===== config.mk =====
export PLATFORM = sky130hd
export DESIGN_NAME = dmem_arbiter_flat
export DESIGN_NICKNAME = d
export VERILOG_FILES = /design/src/rtl/dmem_arbiter_if.sv /design/src/rtl/dmem_arbiter.sv /design/src/flat_wrapper.sv
export SDC_FILE = /design/constraint.sdc
export NUM_CORES = 1
export LEC_CHECK = 0
export ABC_AREA = 1
export CORE_MARGIN = 2
export CORE_UTILIZATION = 42
export DETAILED_ROUTE_END_ITERATION = 10
export GPL_TIMING_DRIVEN = 0
export PLACE_DENSITY = 0.83
export SYNTH_ARGS = -nofsm -noshare
export SYNTH_HDL_FRONTEND = slang
export SYNTH_SLANG_ARGS = --single-unit

===== constraint.sdc =====
create_clock -name clk -period 2.7 [get_ports clk]
set_clock_uncertainty 0.05 [all_clocks]
set_input_delay 0.675 -clock clk [delete_from_list [all_inputs] [get_ports clk]]
set_output_delay 0.675 -clock clk [all_outputs]
set_load 0.01 [all_outputs]

===== src/rtl/dmem_arbiter_if.sv =====
// Requester channel into the data-memory arbiter: request fields in, grant/done pulses and read data out.
// Latency: n/a (wires only). Backpressure: the requester holds req and its fields until it samples gnt high.
interface dmem_arbiter_if #(
    parameter int ADDR_W = 12,
    parameter int DATA_W = 16
);
    logic              req;
    logic              we;
    logic [ADDR_W-1:0] addr;
    logic [DATA_W-1:0] wdata;
    logic              gnt;
    logic              done;
    logic [DATA_W-1:0] rdata;

    modport master (output req, we, addr, wdata, input  gnt, done, rdata);
    modport slave  (input  req, we, addr, wdata, output gnt, done, rdata);
endinterface


===== src/rtl/dmem_arbiter.sv =====
// Two-requester (CPU, DMA) arbiter and single-cycle access sequencer for the 4096x16 data memory.
// Latency: gnt one cycle after req is sampled, done one cycle after gnt; one access every 2 cycles back-to-back.
// Backpressure: a losing requester keeps req asserted; req is not sampled while an access is in flight.
module dmem_arbiter #(
    parameter int ADDR_W    = 12,
    parameter int DATA_W    = 16,
    parameter bit FIXED_PRI = 1'b0
) (
    input  logic              clk,
    input  logic              rst_n,
    dmem_arbiter_if.slave     cpu,
    dmem_arbiter_if.slave     dma,
    output logic              busy_o,
    output logic [ADDR_W-1:0] mem_addr_o,
    output logic [DATA_W-1:0] mem_wdata_o,
    output logic              mem_we_o,
    input  logic [DATA_W-1:0] mem_rdata_i
);
    typedef enum logic [1:0] {IDLE, ACCESS, RESP} state_t;

    state_t            state_q;
    logic              cpu_gnt_q;
    logic              dma_gnt_q;
    logic              cpu_done_q;
    logic              dma_done_q;
    logic              busy_q;
    logic              mem_we_q;
    logic [ADDR_W-1:0] mem_addr_q;
    logic [DATA_W-1:0] mem_wdata_q;
    logic [DATA_W-1:0] rdata_q;
    // Last granted requester; it also names the owner of the access in flight.
    logic              last_dma_q;
    logic              win_dma_d;

    always_comb begin
        win_dma_d = 1'b0;
        if (dma.req && !cpu.req) begin
            win_dma_d = 1'b1;
        end else if (dma.req && !FIXED_PRI) begin
            win_dma_d = !last_dma_q;
        end
    end

    always_ff @(posedge clk or negedge rst_n) begin
        if (!rst_n) begin
            state_q     <= IDLE;
            cpu_gnt_q   <= 1'b0;
            dma_gnt_q   <= 1'b0;
            cpu_done_q  <= 1'b0;
            dma_done_q  <= 1'b0;
            busy_q      <= 1'b0;
            mem_we_q    <= 1'b0;
            mem_addr_q  <= '0;
            mem_wdata_q <= '0;
            rdata_q     <= '0;
            last_dma_q  <= 1'b1;
        end else begin
            case (state_q)
                ACCESS: begin
                    cpu_gnt_q  <= 1'b0;
                    dma_gnt_q  <= 1'b0;
                    mem_we_q   <= 1'b0;
                    cpu_done_q <= !last_dma_q;
                    dma_done_q <= last_dma_q;
                    if (!mem_we_q) begin
                        rdata_q <= mem_rdata_i;
                    end
                    state_q    <= RESP;
                end
                default: begin
                    cpu_done_q <= 1'b0;
                    dma_done_q <= 1'b0;
                    if (cpu.req || dma.req) begin
                        state_q     <= ACCESS;
                        busy_q      <= 1'b1;
                        cpu_gnt_q   <= !win_dma_d;
                        dma_gnt_q   <= win_dma_d;
                        last_dma_q  <= win_dma_d;
                        mem_we_q    <= win_dma_d ? dma.we    : cpu.we;
                        mem_addr_q  <= win_dma_d ? dma.addr  : cpu.addr;
                        mem_wdata_q <= win_dma_d ? dma.wdata : cpu.wdata;
                    end else begin
                        state_q <= IDLE;
                        busy_q  <= 1'b0;
                    end
                end
            endcase
        end
    end

    assign cpu.gnt     = cpu_gnt_q;
    assign dma.gnt     = dma_gnt_q;
    assign cpu.done    = cpu_done_q;
    assign dma.done    = dma_done_q;
    assign cpu.rdata   = rdata_q;
    assign dma.rdata   = rdata_q;
    assign busy_o      = busy_q;
    assign mem_we_o    = mem_we_q;
    assign mem_addr_o  = mem_addr_q;
    assign mem_wdata_o = mem_wdata_q;
endmodule


===== src/flat_wrapper.sv =====
// flat-port wrapper written by rule: the top's interface ports become plain ports
module dmem_arbiter_flat 
#(
    parameter int ADDR_W    = 12,
    parameter int DATA_W    = 16,
    parameter bit FIXED_PRI = 1'b0
)
  (clk, rst_n, busy_o, mem_addr_o, mem_wdata_o, mem_we_o, mem_rdata_i, cpu_req, cpu_we, cpu_addr, cpu_wdata, cpu_gnt, cpu_done, cpu_rdata, dma_req, dma_we, dma_addr, dma_wdata, dma_gnt, dma_done, dma_rdata);
  dmem_arbiter_if #(.ADDR_W(ADDR_W), .DATA_W(DATA_W)) cpu_i ();
  dmem_arbiter_if #(.ADDR_W(ADDR_W), .DATA_W(DATA_W)) dma_i ();
  input  logic clk;
  input  logic rst_n;
  output logic busy_o;
  output logic [ADDR_W-1:0] mem_addr_o;
  output logic [DATA_W-1:0] mem_wdata_o;
  output logic mem_we_o;
  input  logic [DATA_W-1:0] mem_rdata_i;
  input wire logic [$bits(cpu_i.req)-1:0] cpu_req;
  input wire logic [$bits(cpu_i.we)-1:0] cpu_we;
  input wire logic [$bits(cpu_i.addr)-1:0] cpu_addr;
  input wire logic [$bits(cpu_i.wdata)-1:0] cpu_wdata;
  output wire logic [$bits(cpu_i.gnt)-1:0] cpu_gnt;
  output wire logic [$bits(cpu_i.done)-1:0] cpu_done;
  output wire logic [$bits(cpu_i.rdata)-1:0] cpu_rdata;
  input wire logic [$bits(dma_i.req)-1:0] dma_req;
  input wire logic [$bits(dma_i.we)-1:0] dma_we;
  input wire logic [$bits(dma_i.addr)-1:0] dma_addr;
  input wire logic [$bits(dma_i.wdata)-1:0] dma_wdata;
  output wire logic [$bits(dma_i.gnt)-1:0] dma_gnt;
  output wire logic [$bits(dma_i.done)-1:0] dma_done;
  output wire logic [$bits(dma_i.rdata)-1:0] dma_rdata;
  assign cpu_i.req = cpu_req;
  assign cpu_i.we = cpu_we;
  assign cpu_i.addr = cpu_addr;
  assign cpu_i.wdata = cpu_wdata;
  assign cpu_gnt = cpu_i.gnt;
  assign cpu_done = cpu_i.done;
  assign cpu_rdata = cpu_i.rdata;
  assign dma_i.req = dma_req;
  assign dma_i.we = dma_we;
  assign dma_i.addr = dma_addr;
  assign dma_i.wdata = dma_wdata;
  assign dma_gnt = dma_i.gnt;
  assign dma_done = dma_i.done;
  assign dma_rdata = dma_i.rdata;
  dmem_arbiter #(.ADDR_W(ADDR_W), .DATA_W(DATA_W), .FIXED_PRI(FIXED_PRI)) u_core (.clk(clk), .rst_n(rst_n), .cpu(cpu_i), .dma(dma_i), .busy_o(busy_o), .mem_addr_o(mem_addr_o), .mem_wdata_o(mem_wdata_o), .mem_we_o(mem_we_o), .mem_rdata_i(mem_rdata_i));
endmodule

; Yosys cells after proc, flatten, opt, wreduce, memory -nomap -nowiden
; Index checks and enable logic that the tools add are counted.
[classes]
n_eq_ne = 1
muxes = 16
bitwise = 2
n_reduce_logical = 8
[op_table]
columns = cell, n
row1 = $mux 16, 1
row2 = $mux 1, 13
row3 = $mux 12, 1
row4 = $reduce_and 2->1, 2
row5 = $logic_not 1->1, 3
row6 = $eq 2x1->1 const B, 1
row7 = $mux 2, 1
row8 = $not 1->1, 2
row9 = $reduce_bool 2->1, 1
row10 = $logic_and 1x1->1, 1
row11 = $logic_or 1x1->1, 1
[word_totals]
regBits = 53
in_bits = 78
output_inout_bits = 66
word_cells = 38

; Depth between registers and ports, before layout
[depth]
word_depth = 6
mapped_depth = 7
mapped_depth_nobuf = 6

; Worst setup path after synthesis
; No wires, ideal clock.
[synth_path]
path_kind = input -> register
from = input cpu_req
to = register u_core.mem_addr_q[0], in the netlist u_core.mem_addr_o[0]
setup_time_ns = 0.117
arrival_time_ns = 1.302
t_required_ns = 2.533
slack_ns = 1.231
path_stages = 6
n_path_buf = 2
path_cell_list = nand2_1 buf_2 buf_2 nand3b_1 nand3_1 nand2_1
[synth_via]
elab_chain_cells = 4
word_cells_on_any_way = 6
cone_classes = mux: 2 / reduce/logical: 4
[synth_rtl]
columns = element, line
row1 = start: declaration, flat_wrapper.sv:18  ; input wire logic [$bits(cpu_i.req)-1:0] cpu_req;
row2 = $logic_not 1->1, dmem_arbiter.sv:37  ; if (dma.req && !cpu.req) begin
row3 = $logic_and 1x1->1, dmem_arbiter.sv:37
row4 = $mux 1, dmem_arbiter.sv:37
row5 = $mux 12, dmem_arbiter.sv:80  ; mem_addr_q <= win_dma_d ? dma.addr : cpu.addr;
row6 = end signal: assignment, dmem_arbiter.sv:80
row7 = end: declaration, dmem_arbiter.sv:28  ; logic [ADDR_W-1:0] mem_addr_q;
; Several ways; a longest one is shown, not always the timed one.
; A chain may end at the register's enable or synchronous reset.

; Worst setup path in the final report
[layout_path]
from = register u_core.rdata_q[10], in the netlist u_core.cpu.rdata[10]
to = output dma_rdata[10]
[layout_lines]
columns = element, line
row1 = start: declaration, dmem_arbiter.sv:30  ; logic [DATA_W-1:0] rdata_q;
row2 = start signal: assignment, dmem_arbiter.sv:66  ; rdata_q <= mem_rdata_i;
row3 = end: declaration, flat_wrapper.sv:31  ; output wire logic [$bits(dma_i.rdata)-1:0] dma_rdata;
; No word-level cell between the ends.

==> results.py <==
metrics = {
    "status": {
        "status": "finished clean",
    },
    "cells_and_area": {
        "nNetsFinal": 562,
        "num_antenna_cells": 0,
        "area_growth_syn_to_layout_pct": 61.69,
        "layout.cells.most_common_list": "142 x sky130_fd_sc_hd__clkdlybuf4s50_1, 127 x sky130_fd_sc_hd__nand2_1, 52 x sky130_fd_sc_hd__dfrtp_1",
        "final_layout_size_suffix_gt1_share_pct": 9.278,
        "layout_commonest_cell": "sky130_fd_sc_hd__clkdlybuf4s50_1",
        "final_util_pct": 71.22,
    },
    "detailed_routing": {
        "route.detailed.vias_per_inst": 4.695,
        "drt-pass1-iter-count": 4,
        "antenna_nets_post_route": 0,
        "overall_routed_net_length_mm": 6.905,
        "detail_route.drc_violations": 0,
        "detail_route.iter0.violations": 137,
        "vias": 2629,
        "avgRoutedWirePerCell_um": 12.33,
    },
    "critical_path": {
        "cp_num_buf_inv": 2,
        "delay_of_the_slowest_cell_on_the_worst_path_ps": 530,
        "critPathRequiredTime_ps": 1980,
        "path_max_fanout": 3,
        "cp_cell_sequence": "buf_4 -> clkdlybuf4s50_1",
        "critical_path_data_arrival_time_ps": 1340,
        "crit_path_end_kind": "output port",
        "start_kind": "flop",
        "path_class": "reg -> out",
        "critical_path.top_delay_family": "buffers and inverters",
        "critical-path-slowest-cell": "sky130_fd_sc_hd__clkdlybuf4s50_1",
    },
    "cts": {
        "post-cts-setup-buffers": 0,
        "numClockSinks": 53,
        "cts-root-to-sink-buffers": 2,
        "insertion_delay_ps": 300,
        "cts_hold_buf": 0,
        "post_cts.resized_instances": 0,
        "clock_pin_slew_on_the_worst_setup_and_hold_paths_ps": 90,
        "cts_tree": "done",
        "cts-root-buf": "sky130_fd_sc_hd__clkbuf_8",
        "cts-buffers-inserted": 5,
        "clock_tree.htree_level_count": 2,
    },
    "placed_design": {
        "place_hpwl_mm": 5.415,
        "gp_congestion": 0.8234,
        "setup_slack_at_placement_ps": 535.0,
        "port-buffer-count": 143,
    },
    "global_route": {
        "globalRoute.totalOverflow": 0,
        "grt_pass1_vias": 2424,
        "grt_start_max_net_pins": 37,
        "grt_usage_pct": 20.34,
        "grt_antenna_before_repair": 0,
        "grt_pass1_wl_mm": 11.63,
    },
    "timing": {
        "final_max_slew_viol_count": 0,
        "grt_setup_unrepaired": "no",
        "layout_worst_path_cycle_share_pct": 76.32,
        "min_period_ps": 2061,
        "timing.final.hold_violations": 0,
        "worst-slew-pin-transition_ps": 471.9,
        "setup-violations-final": 0,
        "slew_headroom_pct": 68.54,
        "max_freq_mhz": 485.3,
        "setup_ws_ps": 639.3,
    },
    "logic_synthesis": {
        "ys_warnings": 0,
        "netlist_instances": 333,
        "ys_seq_elements": 53,
        "net_count_of_the_mapped_netlist": 411,
        "synth.cell_area_um2": 2639,
        "ys_seq_area_share_pct": 50.31,
        "synthDistinctLibCells": 15,
        "syn_area_per_cell_um2": 7.924,
    },
    "die": {
        "placement_rows": 28,
        "core-area_um2": 5991,
        "initial_core_util_pct": 44.05,
        "design.portCount": 144,
        "overall_die_height_um": 83.27,
        "die_outline_width_um": 83.27,
        "die_area_um2": 6933,
    },
    "pwr": {
        "vdd_drop_max_mv": 0.5605,
        "p_leak_nw": 2.102,
        "power_per_cell_area_nw_per_um2": 980.9,
    },
    "hold_path": {
        "hold_class": "in -> async",
    },
    "flow_run": {
        "drv.max_cap_violation_count": 0,
    },
}
cells by family (layout without fill, tap and decap cells):
kind of cell / Yosys count / after routing / synth area share, %
flops: 53 / 53 / 50.31
compound gates: 3 / 3 / 0.5688
buf+inv: 68 / 220 / 12.85
simple gates: 209 / 209 / 36.27
metal layers:
metal,routed length [um],GRT usage (%)
met1,2942,25.37
met2,3358,34.97
met5,0,0
met4,90,4.620
met3,514,5.865
registers in the layout, indices dropped and copies added, names as in the netlist:
signal,count
u_core.cpu.gnt,1
u_core.mem_addr_o,12
u_core.mem_we_o,1
u_core.state_q,2
u_core.dma.done,1
u_core.cpu.rdata,16
u_core.last_dma_q,1
u_core.busy_o,1
u_core.dma.gnt,1
u_core.mem_wdata_o,16
u_core.cpu.done,1
worst paths after layout:
path	cells past startpoint	slack, ps	from	to
setup / recovery	2	640	u_core.cpu.rdata[10]$_DFFE_PN0P_	dma_rdata[10]
hold / removal	1	260	rst_n	u_core.cpu.rdata[12]$_DFFE_PN0P_
setup reg to reg	6	1160	u_core.last_dma_q$_DFFE_PN1P_	u_core.mem_wdata_o[14]$_DFFE_PN0P_
hold reg to reg	2	440	u_core.mem_wdata_o[15]$_DFFE_PN0P_	u_core.mem_wdata_o[15]$_DFFE_PN0P_
max in group asynchronous	2	1740	rst_n	u_core.last_dma_q$_DFFE_PN1P_
min in group clk	2	440	u_core.mem_wdata_o[15]$_DFFE_PN0P_	u_core.mem_wdata_o[15]$_DFFE_PN0P_
cells in the mapped netlist:
| cell type | number | area, um2 |
|---|---|---|
| sky130_fd_sc_hd__inv_2 | 1 | 3.750 |
| sky130_fd_sc_hd__buf_2 | 13 | 65.06 |
| sky130_fd_sc_hd__o21ai_1 | 3 | 15.01 |
| sky130_fd_sc_hd__clkinv_1 | 1 | 3.750 |
| sky130_fd_sc_hd__inv_1 | 31 | 116.4 |
| sky130_fd_sc_hd__dfstp_2 | 1 | 26.28 |
| sky130_fd_sc_hd__nor2_1 | 3 | 11.26 |
| sky130_fd_sc_hd__nor2_2 | 2 | 12.51 |
| sky130_fd_sc_hd__nand3_1 | 48 | 240.2 |
| sky130_fd_sc_hd__dfrtp_1 | 52 | 1301 |
| sky130_fd_sc_hd__buf_4 | 18 | 135.1 |
| sky130_fd_sc_hd__nand2_2 | 1 | 6.260 |
| sky130_fd_sc_hd__nand2_1 | 127 | 476.7 |
| sky130_fd_sc_hd__nand3b_1 | 28 | 210.2 |
| sky130_fd_sc_hd__clkbuf_1 | 4 | 15.01 |
layout make-up:
type,count,area (um2)
Timing Repair Buffer,144,1446
Clock inverter,2,15.01
Sequential cell,53,1328
Fill cell,512,1724
Multi-Input combinational cell,212,972.2
Clock buffer,6,72.57
Inverter,33,123.9
Buffer,35,215.2
Tap cell,75,93.84
worst register-to-register path, delay by kind of cell, from the launching register on:
kind                   cells  cell delay [ps]
DFF                        1              560
and+or+nand+nor            5              450
buffers and inverters      1              390
power breakdown:
group / internal, mW / total, mW / switching (mW)
clock network: 0.183 / 0.439 / 0.256
logic: 1.30 / 2.32 / 1.02
registers: 1.19 / 1.43 / 0.242
total: 2.67 / 4.18 / 1.52
stage by stage:
| step | total power [mW] | setup TNS, ps | cells | hold slack, ps | cell area [um2] |
|---|---|---|---|---|---|
| after global placement | 3.726 | -35920 | 551 | 412.3 | 4164 |
| after floorplan | 2.478 | 0 | 333 | 329.4 | 2639 |
| after global routing | 4.481 | 0 | 560 | 276.1 | 4267 |
| after CTS | 4.236 | 0 | 560 | 260.8 | 4267 |
| final | 4.185 | 0 | 560 | 262.7 | 4267 |
| after detailed placement | 3.786 | 0 | 552 | 418.6 | 4179 |
Note: power is estimated with default switching activity, not from simulation.
